`config.mk`:
```
export PLATFORM = sky130hd
export DESIGN_NAME = ecc_sed_arbiter
export DESIGN_NICKNAME = d
export VERILOG_FILES = /design/src/rtl/ecc_sed_arbiter.sv
export SDC_FILE = /design/constraint.sdc
export NUM_CORES = 1
export LEC_CHECK = 0
export CORE_MARGIN = 2
export CORE_UTILIZATION = 44
export CTS_CLUSTER_SIZE = 25
export DETAILED_ROUTE_END_ITERATION = 7
export PLACE_DENSITY = 0.79
export SLEW_MARGIN = 30
export SYNTH_ARGS = -nofsm -noshare
export SYNTH_HDL_FRONTEND = slang
export SYNTH_SLANG_ARGS = --single-unit
```
`constraint.sdc`:
```
create_clock -name clk -period 2 [get_ports clk]
set_clock_uncertainty 0.2 [all_clocks]
set_input_delay 0.2 -clock clk [delete_from_list [all_inputs] [get_ports clk]]
set_output_delay 0.2 -clock clk [all_outputs]
set_load 0.02 [all_outputs]
```
`src/rtl/ecc_sed_arbiter.sv`:
```
// Two-requester round-robin arbiter feeding a single even-parity (SED) encoder
// register with zero-bubble valid/ready handoff and per-source delivery counters.
module ecc_sed_arbiter #(
    parameter int DATA_W = 12,
    parameter int CNT_W  = 8
) (
    input  logic              clk,
    input  logic              rst,
    input  logic              req0_valid,
    input  logic [DATA_W-1:0] req0_data,
    output logic              req0_ready,
    input  logic              req1_valid,
    input  logic [DATA_W-1:0] req1_data,
    output logic              req1_ready,
    output logic              enc_valid,
    input  logic              enc_ready,
    output logic [DATA_W:0]   enc_codeword,
    output logic              enc_src,
    input  logic              cnt_clr,
    output logic [CNT_W-1:0]  cnt0,
    output logic [CNT_W-1:0]  cnt1
);

    typedef enum logic {
        EMPTY = 1'b0,
        FULL  = 1'b1
    } state_t;

    localparam logic [CNT_W-1:0] CNT_MAX = '1;

    state_t            state;
    logic              last_grant;
    logic              transfer;
    logic              can_accept;
    logic              grant0;
    logic              grant1;
    logic              accept;
    logic              accept_src;
    logic [DATA_W-1:0] accept_data;

    assign transfer   = (state == FULL) && enc_ready;
    assign can_accept = !rst && ((state == EMPTY) || enc_ready);

    // last_grant == 1 means requester 0 has priority on a tie, and vice versa.
    always_comb begin
        grant0 = 1'b0;
        grant1 = 1'b0;
        if (can_accept) begin
            if (req0_valid && req1_valid) begin
                grant0 = last_grant;
                grant1 = !last_grant;
            end else begin
                grant0 = req0_valid;
                grant1 = req1_valid;
            end
        end
    end

    assign req0_ready  = grant0;
    assign req1_ready  = grant1;
    assign accept      = grant0 || grant1;
    assign accept_src  = grant1;
    assign accept_data = grant1 ? req1_data : req0_data;

    always_ff @(posedge clk) begin
        if (rst) begin
            state        <= EMPTY;
            enc_valid    <= 1'b0;
            enc_codeword <= '0;
            enc_src      <= 1'b0;
            last_grant   <= 1'b1;
        end else begin
            if (accept) begin
                state        <= FULL;
                enc_valid    <= 1'b1;
                enc_codeword <= {^accept_data, accept_data};
                enc_src      <= accept_src;
                last_grant   <= accept_src;
            end else if (transfer) begin
                state     <= EMPTY;
                enc_valid <= 1'b0;
            end
        end
    end

    // Counters saturate; a clear wins over an increment in the same cycle.
    always_ff @(posedge clk) begin
        if (rst || cnt_clr) begin
            cnt0 <= '0;
            cnt1 <= '0;
        end else if (transfer) begin
            if (!enc_src && (cnt0 != CNT_MAX)) begin
                cnt0 <= cnt0 + 1'b1;
            end
            if (enc_src && (cnt1 != CNT_MAX)) begin
                cnt1 <= cnt1 + 1'b1;
            end
        end
    end

endmodule

```
==> metrics.md, run 1 <==
| Metric | Value |
|---|---|
| Reg-to-reg slack, setup | `0.17 ns` |
| Die width | `66.3 µm` |
| Core Rows | `22` |
| CTS Root Cell | `clkbuf_8` |
| CP Max Fanout | `4` |
| Initial DRC Count | `110` |
| Total grt overflow | `0` |
| Via count | `1604` |
| GR Util met2 | `30.5%` |
| Post-CTS setup buffer count | `0` |
| Seq/Total Area, Yosys | `37.5%` |
| Flop pwr share | `44.2%` |
| Yosys warnings | `0` |
| PwrDens | `598 mW/mm²` |
| Synth async-reset ratio | `0%` |
| Dpl hpwl | `3020 µm` |
| I/O pins | `63` |
| Overall Power | `1.54 mW` |
| Worst Hold End | `enc_codeword[2]$_SDFFE_PP0P_` |
| Layout Utilization | `69.9%` |
| Post-synth top area share | `37.5%` |
| Tot GR Track Use | `19.2%` |
| FF-to-FF path depth | `7` |
| Clk Latency, worst-skew pair | `0.28 ns` |
| Fmax | `0.528 GHz` |
| Starting density of the core | `46.3%` |
| Vias per cell | `5.21` |
| # fillers | `308` |
| Hold-fix buffers, CTS | `0` |
| Min cycle time layout | `1.89 ns` |
| Syn nets | `213` |
| Max-Cap Viols | `0` |
| VDD IR-drop max | `0.439 mV` |
| Status | `finished clean` |
| Setup Crit Path Kind | `input port to output pin` |
| Cell Int Power | `1.13 mW` |
| Worst-margin pin slew | `0.390 ns` |
| Final nets | `292` |
| Share of layout cells above drive strength 1 | `15.0%` |
| Met3 Usage GRT | `7.50%` |
| Largest net degree at the start of global routing | `26` |
| TritonCTS clock tree | `yes` |
| Clock sink count | `32` |
| Final Wtd Congestion | `0.726` |
| Total die area | `0.00439 mm²` |
| Core ar. | `0.00369 mm²` |
| Yosys reg bits | `32` |
| Clock slew at reported path FFs | `0.06 ns` |
| Worst hold stages | `2` |
| Most common cell after layout, fill and taps aside | `clkdlybuf4s50_1` |
| Synth area leaders | `dfxtp_1, mux2i_1, xnor2_1, a211oi_2, nor2_1` |
| Critical Path Source Type | `input port` |
| IO buf count | `62` |
| Clock buffer count from CTS | `5` |
| Worst EP required | `1.60 ns` |
| Period Utilization, post-route | `94.7%` |
| Most frequent cells in the layout | `clkdlybuf4s50_1, dfxtp_1, nor2_1, buf_4, xnor2_1` |
| Synth Area per Inst | `9.43 µm²` |
| Worst reg2reg startpoint | `cnt0[0]$_SDFFE_PP0P_` |
| Comb pwr share | `25.5%` |
| Number of flops mapped to enable cells by yosys | `0` |
| Synth cell types | `33` |
| Worst reg2reg endpoint | `cnt0[1]$_SDFFE_PP0P_` |
| Mean routed wirelength per cell | `12.8 µm` |
| Clk buf depth | `2` |
| Die H | `66.3 µm` |
| Met1 usage | `23.1%` |
| First-pass GRT wire length | `6470 µm` |
| Drt drc | `0` |
| Vias in the first global route | `1463` |
| Leakage power | `0.908 nW` |
| Crit path DAT | `1.49 ns` |
| Antenna-violating nets left | `0` |
| Initial antenna violation count | `0` |
| Count of final max-slew check failures | `0` |
| Gr busiest metal | `met2` |
| CP endpoint kind | `output pin` |
| Setup violators final | `0` |
| Final WL | `3930 µm` |
| RSZ-0062 raised after global routing | `false` |
| Clock power frac | `30.3%` |
| Hold path startpoint | `enc_codeword[2]$_SDFFE_PP0P_` |
| H-Tree Level Count | `2` |
| Area grow syn2layout | `51.2%` |
| Psw | `415 µW` |
| Diode count | `0` |
| Syn Inst Count | `181` |
| Cell taking the most area after synthesis | `dfxtp_1` |
| Synthesized area | `0.00171 mm²` |
| Relative slew slack | `73.8%` |
| Initial DRT Pass Iterations | `4` |
| Top_reg_cell synth | `dfxtp_1` |
| Post_cts resized | `3` |
| Final hold vios | `0` |
| Hold Crit Class | `flop to flop` |
| Switching Fraction | `26.9%` |
metal layers:
layer | share of wire, % | vias to the layer above
met5 | 0 | -
met4 | 1.3 | 0
met3 | 9.2 | 5
met2 | 46 | 63
met1 | 43 | 719
li1 | - | 817
cells by family (layout without fill, tap and decap cells):
logic type / after synthesis / count (layout) / share of synthesized area [%]
buffers and inverters: 11 / 90 / 3.01
adder cells (fa/ha/maj): 2 / 2 / 1.47
AND/OR/NAND/NOR: 54 / 54 / 16.6
flip-flops: 32 / 32 / 37.5
AO/OA/AOI/OAI: 45 / 45 / 19.8
XOR/XNOR: 23 / 23 / 13.4
multiplexers: 14 / 14 / 8.21
state kept, by name, summed over array words and instances (netlist names):
signal	flops
enc_src	1
state	1
last_grant	1
enc_codeword	13
cnt1	8
cnt0	8
final cells by class:
class	count	area, µm²	share of cell area [%]
clock inverter	1	5.00	0.194
clock buffer	6	72.6	2.81
timing repair buffer	81	771	29.9
multi-input combinational	138	1020	39.7
tap	48	60.1	2.33
inverter	2	7.51	0.291
sequential	32	641	24.8
power by group through the flow:
stage                     combinational, mW  clock, mW  sequential, mW
after detailed placement              0.398          0           0.695
after CTS                             0.398      0.481           0.681
after global routing                  0.423      0.515           0.684
after floorplan                       0.193          0           0.727
final                                 0.393      0.468           0.681
after global placement                0.393          0           0.695
how the worst max path moves through the flow:
stage / from / endpoint / slack [ns] / cells past startpoint
CTS: enc_ready / req1_ready / 0.0009 / 4
finish: enc_ready / req0_ready / 0.11 / 5
detailed placement: enc_ready / req1_ready / -0.30 / 4
floorplan: state$_SDFFE_PP0P_ / enc_codeword[0]$_SDFFE_PP0P_ / 0.03 / 5
global route: enc_ready / enc_codeword[11]$_SDFFE_PP0P_ / 0.007 / 6
global placement: enc_ready / req1_ready / -0.27 / 4
per-stage QoR:
step	hold slack [ns]	instance area [µm²]	worst slack [ns]	setup TNS, ns	std cells
floorplan	0.184	1710	0.0289	0	181
global placement	0.285	2500	-0.270	-2.98	301
detailed placement	0.292	2500	-0.296	-3.78	301
CTS	0.302	2580	0.000902	0	308
global route	0.316	2580	0.00733	0	308
finish	0.298	2580	0.106	0	308
worst max-delay path, stage by stage:
cell             delay [ns]
clkdlybuf4s50_1        0.58
nor2b_4                0.08
nor3_1                 0.19
buf_4                  0.15
clkdlybuf4s15_1        0.29
Yosys cell counts (all sizes together), types with 4 or more instances:
cell / n
a211oi: 12
a21oi: 14
buf: 4
clkbuf: 5
dfxtp: 32
mux2i: 14
nand2: 4
nand3: 9
nor2: 19
o21ai: 8
o31ai: 5
or3: 7
or4: 5
xnor2: 16
xor2: 5
Note: power is estimated with default switching activity, not from simulation.
==> run 2: changes to the inputs <==
CORE_MARGIN = unset   (was 2)
==> metrics.md, run 2 (synthesis results as in run 1) <==
| Metric | Value |
|---|---|
| Setup Crit Path Kind | `input port to output pin (unchanged)` |
| Starting density of the core | `46.3% (unchanged)` |
| Worst-margin pin slew | `0.322 ns (was 0.390 ns)` |
| Diode count | `0 (unchanged)` |
| Critical Path Source Type | `input port (unchanged)` |
| IO buf count | `62 (unchanged)` |
| Relative slew slack | `78.6% (was 73.8%)` |
| Status | `finished clean (unchanged)` |
| Placed Area | `0.00249 mm² (was 0.00250 mm²)` |
| Min cycle time layout | `1.92 ns (was 1.89 ns)` |
| Leakage power | `0.908 nW (about the same)` |
| Total grt overflow | `0 (unchanged)` |
| PwrDens | `594 mW/mm² (was 598 mW/mm²)` |
| Setup slack after layout | `0.0770 ns (was 0.106 ns)` |
| Share of layout cells above drive strength 1 | `14.1% (was 15.0%)` |
| Final nets | `290 (was 292)` |
| Final WL | `4120 µm (was 3930 µm)` |
| Clock sink count | `32 (unchanged)` |
| Area grow syn2layout | `50.3% (was 51.2%)` |
| Largest net degree at the start of global routing | `26 (unchanged)` |
| Max-Cap Viols | `0 (unchanged)` |
| Tot GR Track Use | `21.9% (was 19.2%)` |
| Final Wtd Congestion | `0.767 (was 0.726)` |
| Vias per cell | `5.27 (was 5.21)` |
| Core Rows | `22 (unchanged)` |
| Largest regs | `enc_codeword x13, cnt0 x8, cnt1 x8 (unchanged)` |
| RSZ-0062 raised after global routing | `false (unchanged)` |
| Vias in the first global route | `1488 (was 1463)` |
| Setup violators final | `0 (unchanged)` |
| VDD IR-drop max | `0.384 mV (was 0.439 mV)` |
| Mean routed wirelength per cell | `13.6 µm (was 12.8 µm)` |
| Initial DRT Pass Iterations | `4 (unchanged)` |
| CP Max Fanout | `3 (was 4)` |
| Drt drc | `0 (unchanged)` |
| Clk Latency, worst-skew pair | `0.28 ns (about the same)` |
| Worst EP required | `1.60 ns (about the same)` |
| Fmax | `0.520 GHz (was 0.528 GHz)` |
| Via count | `1603 (was 1604)` |
| H-Tree Level Count | `2 (unchanged)` |
| CTS Root Cell | `clkbuf_8 (unchanged)` |
| CP cell instances | `clkdlybuf4s50_1, inv_1, o21ai_0, nor3_1, buf_4, dlygate4sd2_1 (was clkdlybuf4s50_1, nor2b_4, nor3_1, buf_4, clkdlybuf4s15_1)` |
| CP endpoint kind | `output pin (unchanged)` |
| Largest register by flop count | `enc_codeword (unchanged)` |
| Clock slew at reported path FFs | `0.06 ns (about the same)` |
| CP max stage cell | `clkdlybuf4s50_1 (unchanged)` |
| # fillers | `311 (was 308)` |
| Post-Place Worst Slack | `-0.258 ns (was -0.296 ns)` |
| Period Utilization, post-route | `96.2% (was 94.7%)` |
| First-pass GRT wire length | `6880 µm (was 6470 µm)` |
| Largest stage delay, worst path | `0.45 ns (was 0.58 ns)` |
| Hold-fix buffers, CTS | `0 (unchanged)` |
| Core ar. | `0.00369 mm² (unchanged)` |
| Initial DRC Count | `130 (was 110)` |
| Max reg flops | `13 (unchanged)` |
| Clk buf depth | `2 (unchanged)` |
| Die H | `64.3 µm (was 66.3 µm)` |
| Hold Crit Class | `input port to flop (was flop to flop)` |
| Dpl hpwl | `3100 µm (was 3020 µm)` |
| TritonCTS clock tree | `yes (unchanged)` |
| Initial antenna violation count | `0 (unchanged)` |
| Count of final max-slew check failures | `0 (unchanged)` |
| Crit path DAT | `1.52 ns (was 1.49 ns)` |
| Layout Utilization | `69.5% (was 69.9%)` |
| Most common cell after layout, fill and taps aside | `clkdlybuf4s50_1 (unchanged)` |
| Die width | `64.3 µm (was 66.3 µm)` |
| I/O pins | `63 (unchanged)` |
| Antenna-violating nets left | `0 (unchanged)` |
| Most frequent cells in the layout | `clkdlybuf4s50_1, dfxtp_1, nor2_1, xnor2_1, buf_4 (was clkdlybuf4s50_1, dfxtp_1, nor2_1, buf_4, xnor2_1)` |
| Final hold vios | `0 (unchanged)` |
| Post-route design area | `0.00256 mm² (was 0.00258 mm²)` |
| Clock buffer count from CTS | `5 (unchanged)` |
| Total die area | `0.00413 mm² (was 0.00439 mm²)` |
| Hold Slack | `0.204 ns (was 0.298 ns)` |
run 2: path summary, 6_finish.rpt:
check        depth (start not counted)                          from                      endpoint  slack, ns
max reg2reg                          5            state$_SDFFE_PP0P_  enc_codeword[8]$_SDFFE_PP0P_       0.17
min reg2reg                          2  enc_codeword[2]$_SDFFE_PP0P_  enc_codeword[2]$_SDFFE_PP0P_       0.30
max                                  6                    req1_valid                    req0_ready       0.08
min                                  3                     enc_ready            state$_SDFFE_PP0P_       0.20
run 2: timing repair:
item | CTS | global route
endpoints found under the setup margin | 4 | 7
pin swaps | 0 | 0
buffers inserted | 0 | 0
gates resized for setup | 3 | 3
run 2: per-layer routing:
layer | GRT usage (%) | up-vias | wire length, µm | share of wire [%]
li1 | - | 811 | - | -
met1 | 24.2 | 722 | 1730 | 42
met5 | 0 | - | 0 | 0
met3 | 8.93 | 7 | 313 | 7.6
met4 | 8.06 | 0 | 52 | 1.3
met2 | 37.2 | 63 | 2030 | 49
run 2: critical path: cells and delay by family:
family	cells	cell delay [ns]
AO/OA/AOI/OAI	1	0.09
buffers and inverters	4	1.06
AND/OR/NAND/NOR	1	0.17
run 2: cell type report:
type                       count  area, µm²  area share [%]
clock buffer                   5       68.8            2.68
inverter                       2       7.51           0.293
multi-input combinational    138       1030            40.0
sequential                    32        641            25.0
tap                           48       60.1            2.34
timing repair buffer          79        761            29.7
run 2: stage by stage:
step                      cells  TNS, ns  total power [mW]
after floorplan             181        0             0.920
after global placement      299    -4.01              1.09
after detailed placement    299    -4.38              1.09
after CTS                   304        0              1.54
after global routing        304        0              1.59
final                       304        0              1.52
run 2: report_power, final:
part           internal, mW  switching [mW]
Combinational         0.223           0.172
Sequential            0.665          0.0161
Clock                 0.224           0.224
Total                  1.11           0.412
